## src/rtl/line_code_pkg.sv

```systemverilog
// Shared constants for the 4b/5b line-code transmit path.
// Holds nibble/symbol widths, the IDLE symbol and the bit-counter width.
package line_code_pkg;

    localparam int NIBBLE_W = 4;
    localparam int SYM_W    = 5;
    localparam int CNT_W    = 3;

    localparam logic [SYM_W-1:0] SYM_IDLE = 5'b11111;

    // Index of the last bit of a symbol; this is the symbol boundary.
    localparam logic [CNT_W-1:0] LAST_BIT = 3'd4;

endpackage

```

## src/rtl/encoder_4b_5b.sv

```systemverilog
// 4b/5b encoder: combinational lookup of a data nibble to its 5-bit symbol.
// Ports: in  - 4-bit data nibble; out - 5-bit line symbol.
module encoder_4b_5b
    import line_code_pkg::*;
(
    input  logic [NIBBLE_W-1:0] in,
    output logic [SYM_W-1:0]    out
);

    always_comb begin
        out = SYM_IDLE;
        case (in)
            4'h0: out = 5'b11110;
            4'h1: out = 5'b01001;
            4'h2: out = 5'b10100;
            4'h3: out = 5'b10101;
            4'h4: out = 5'b01010;
            4'h5: out = 5'b01011;
            4'h6: out = 5'b01110;
            4'h7: out = 5'b01111;
            4'h8: out = 5'b10010;
            4'h9: out = 5'b10011;
            4'hA: out = 5'b10110;
            4'hB: out = 5'b10111;
            4'hC: out = 5'b11010;
            4'hD: out = 5'b11011;
            4'hE: out = 5'b11100;
            4'hF: out = 5'b11101;
            default: out = SYM_IDLE;
        endcase
    end

endmodule

```

## src/rtl/serializer_4b_5b.sv

```systemverilog
// 4b/5b transmit serializer: accepts nibbles over valid/ready, encodes them,
// and shifts 5-bit symbols MSB first onto tx_out, filling with IDLE_SYM.
// Optional macro SERIALIZER_NRZI_EN applies NRZI coding to tx_out.
// Ports:
//   clk, rst      - clock, synchronous active-high reset
//   nibble_in     - data nibble, sampled on handshake
//   nibble_valid  - upstream offers nibble_in
//   nibble_ready  - combinational; high on the symbol-boundary cycle
//   tx_out        - registered serial line bit
//   sym_start     - registered; tx_out carries the first bit of a symbol
//   sym_idle      - registered; tx_out carries a bit of an IDLE fill symbol
module serializer_4b_5b
    import line_code_pkg::*;
#(
    parameter logic [SYM_W-1:0] IDLE_SYM = SYM_IDLE
) (
    input  logic                clk,
    input  logic                rst,
    input  logic [NIBBLE_W-1:0] nibble_in,
    input  logic                nibble_valid,
    output logic                nibble_ready,
    output logic                tx_out,
    output logic                sym_start,
    output logic                sym_idle
);

    logic [SYM_W-1:0] shreg;
    logic [CNT_W-1:0] bitcnt;
    logic             idle_flag;
    logic [SYM_W-1:0] enc_sym;
    logic             cur;
    logic             boundary;
    logic             accept;

    encoder_4b_5b u_enc (
        .in  (nibble_in),
        .out (enc_sym)
    );

    assign cur          = shreg[SYM_W-1];
    assign boundary     = (bitcnt == LAST_BIT);
    assign nibble_ready = boundary && !rst;
    assign accept       = nibble_valid && nibble_ready;

    always_ff @(posedge clk) begin
        if (rst) begin
            shreg     <= IDLE_SYM;
            bitcnt    <= '0;
            idle_flag <= 1'b1;
            tx_out    <= 1'b0;
            sym_start <= 1'b0;
            sym_idle  <= 1'b0;
        end else begin
`ifdef SERIALIZER_NRZI_EN
            // A 1 toggles the line level, a 0 holds it.
            tx_out    <= tx_out ^ cur;
`else
            tx_out    <= cur;
`endif
            sym_start <= (bitcnt == '0);
            sym_idle  <= idle_flag;
            if (boundary) begin
                bitcnt <= '0;
                if (accept) begin
                    shreg     <= enc_sym;
                    idle_flag <= 1'b0;
                end else begin
                    shreg     <= IDLE_SYM;
                    idle_flag <= 1'b1;
                end
            end else begin
                bitcnt <= bitcnt + 3'd1;
                shreg  <= shreg << 1;
            end
        end
    end

endmodule
```

## config.mk

```make
export PLATFORM = sky130hd
export DESIGN_NAME = serializer_4b_5b
export DESIGN_NICKNAME = d
export VERILOG_FILES = /design/src/rtl/line_code_pkg.sv /design/src/rtl/encoder_4b_5b.sv /design/src/rtl/serializer_4b_5b.sv
export SDC_FILE = /design/constraint.sdc
export NUM_CORES = 1
export LEC_CHECK = 0
export CAP_MARGIN = 30
export CORE_MARGIN = 1.5
export CORE_UTILIZATION = 30
export CTS_CLUSTER_DIAMETER = 100
export DETAILED_ROUTE_END_ITERATION = 8
export SYNTH_ARGS = -nofsm -noshare
export SYNTH_HDL_FRONTEND = slang
export SYNTH_SLANG_ARGS = --single-unit
```

## constraint.sdc

```tcl
create_clock -name clk -period 3.1 [get_ports clk]
set_input_delay 0.465 -clock clk [delete_from_list [all_inputs] [get_ports clk]]
set_output_delay 0.465 -clock clk [all_outputs]
set_load 0.02 [all_outputs]
```

==> impl_metrics.py <==
metrics = {
    "synth": {
        "syn_nets": 61,
        "synth-compound-area-share": 0.1179,
        "synthXorXnorAreaFrac": 0,
        "async_reset_ff_frac": 0,
        "ys_ff_latch": 12,
        "synth_edf_count": 0,
        "synth_top_family_by_area": "simple AND/OR/NAND/NOR gates",
        "synth_fa_ha_area_frac": 0.04914,
        "synth_top_area_share": 0.4717,
        "yosys_most_used_dff": "dfxtp_1",
        "synth_area_sq_um": 509.2,
        "syn-mean-instance-area_sq_um": 9.793,
        "ys_seq_area_frac": 0.4717,
        "synth_cell_types": 23,
        "synth-simple-area-share": 0.2948,
        "synth.area.top_cells": "dfxtp_1, nor4b_2, nor2_1",
        "synth_warnings": 0,
        "synth_top_cell_by_area": "dfxtp_1",
        "muxShareOfSynthArea": 0.01966,
        "netlist_instances": 52,
    },
    "layout": {
        "final_common_cell": "dfxtp_1",
        "diodes": 0,
        "fin_cells": 81,
        "fin_area_sq_um": 660.6,
        "final_layout_size_suffix_gt1_frac": 0.1077,
        "area_growth_pct": 29.73,
        "nets": 75,
        "mostFrequentLayoutCells": "dfxtp_1, clkdlybuf4s50_1, nor2_1",
    },
    "timing": {
        "setup_violations": 0,
        "finClkSkew_ns": 0.003303,
        "rsz0062_at_grt": "false",
        "max_freq_mhz": 461.9,
        "slew_headroom": 0.8244,
        "fin_crit_sh": 0.6984,
        "hold_viol_final": 0,
        "finalSetupTns_ns": 0,
        "tightest_slew_ns": 0.2635,
        "worst_slack_ns": 0.9351,
        "period_needed_ns": 2.165,
        "finalMaxSlewViolations": 0,
        "whs_ns": 0.4561,
    },
    "floorplan": {
        "io_pins": 11,
        "rows": 14,
        "die_x_microns": 44.20,
        "start_util": 0.3304,
        "core_sq_um": 1541,
        "dieArea_sq_um": 1954,
        "die_h_microns": 44.20,
    },
    "placed_design": {
        "place_ws_ns": 0.9306,
        "dpl.hpwl_microns": 614.7,
        "port_buffers": 10,
        "place_inst": 77,
        "finalWeightedCongestion": 0.6917,
        "placed_cell_area_sq_um": 624.3,
    },
    "cts": {
        "cts-hold-fix-buffers": 0,
        "tritoncts": "done",
        "post_cts_resized": 0,
        "root_buffer": "clkbuf_4",
        "clock_latency_ns": 0.27,
        "cts_made_buffers": 3,
        "post_cts_buffers": 0,
        "clock-sinks": 12,
        "cts.reportedPaths.clkPinSlew_ns": 0.07,
        "htreeDepth": 1,
        "clock_path_buffers": 2,
    },
    "detailed_routing": {
        "num_vias": 394,
        "drt_wl_total_microns": 839,
        "wl_per_cell_microns": 10.36,
        "drtIter0Drc": 6,
        "drc_errors": 0,
        "vias_per_cell": 4.864,
        "ant_nets": 0,
        "drt_first_pass_iters": 3,
    },
    "global_route": {
        "grt_max_degree": 14,
        "grt_pass1_vias": 345,
        "grt_overflow": 0,
        "grt_first_pass_wirelength_microns": 1393,
        "antenna_found_initial": 0,
        "track_usage": 0.1025,
    },
    "worst_setup_path": {
        "crit_arrival_ns": 1.70,
        "critPathMaxFanout": 2,
        "critical-path-max-stage-delay_ns": 0.60,
        "crit_type": "input port to output port",
        "cp_cell_sequence": "clkdlybuf4s50_1 > and3b_1 > clkdlybuf4s50_1",
        "start_kind": "input port",
        "cp_slowest_cell": "clkdlybuf4s50_1",
        "end_kind": "output port",
        "crit_required_ns": 2.63,
        "crit_top_cell": "clkdlybuf4s50_1",
    },
    "power_and_ir_drop": {
        "p_leak_nw": 0.2671,
        "power.density_nw_per_um2": 513.2,
        "vdd_ir_drop_max_mv": 0.3028,
    },
    "job": {
        "maxCapViolations": 0,
    },
    "min_path": {
        "hold_class": "flip-flop to flip-flop",
    },
    "outcome": {
        "status": "complete, no violations",
    },
}
[sequential cells by signal, indices dropped and copies added, names as in the netlist]
register,count
sym_idle,1
sym_start,1
bitcnt,3
tx_out,1
shreg,5
idle_flag,1
[path summary, 6_finish.rpt]
kind                   from      endpoint  slack [ns]  cells past startpoint
setup / recovery        rst  nibble_ready        0.94                      3
setup reg to reg  bitcnt[0]      shreg[4]        1.73                      5
hold / removal     shreg[4]        tx_out        0.46                      1
hold reg to reg    shreg[4]        tx_out        0.46                      1
[per-layer routing]
| metal | global-route usage | up-vias | share of wire |
|---|---|---|---|
| li1 | - | 204 | - |
| met1 | 0.1111 | 179 | 0.46 |
| met2 | 0.1529 | 9 | 0.45 |
| met3 | 0.06531 | 2 | 0.070 |
| met4 | 0.05455 | 0 | 0.015 |
| met5 | 0 | - | 0 |
[through the flow]
stage / utilization / power [mW]
3_3_place_gp: 0.4050 / 0.2204
3_5_place_dp: 0.4050 / 0.2206
4_1_cts: 0.4286 / 0.3447
5_1_grt: 0.4286 / 0.3569
2_1_floorplan: - / 0.1986
6_report: 0.4286 / 0.3391
[Yosys cell counts (all sizes together), types with 2 or more instances]
cell type,n
nor3b,3
a21o,2
o21bai,2
inv,3
nor2b,3
nor3,3
nor2,7
nor4b,2
dfxtp,12
ha,2
buf,2
[power by group]
group	internal [mW]	switching (mW)	leakage (nW)
Combinational	0.0257	0.0224	0.147
Clock	0.0714	0.0513	0.0210
Sequential	0.164	0.00396	0.0995
[final cells by class]
| cell class | count | area [sq um] |
|---|---|---|
| Clock buffer | 4 | 36.28 |
| Timing Repair Buffer | 11 | 107.6 |
| Sequential cell | 12 | 240.2 |
| Tap cell | 16 | 20.02 |
| Fill cell | 160 | 880.8 |
| Inverter | 3 | 11.26 |
| Multi-Input combinational cell | 35 | 245.2 |
[logic make-up after synthesis]
group,Yosys count
mux,1
simple gates,24
compound gates,8
flops,12
fa+ha+maj,2
buf+inv,5
[worst max-delay path: cells and delay by family]
family | cells | cell delay [ns]
buffers and inverters | 2 | 1.02
AND/OR/NAND/NOR | 1 | 0.22
No activity file was read; power rests on OpenSTA's default activity.
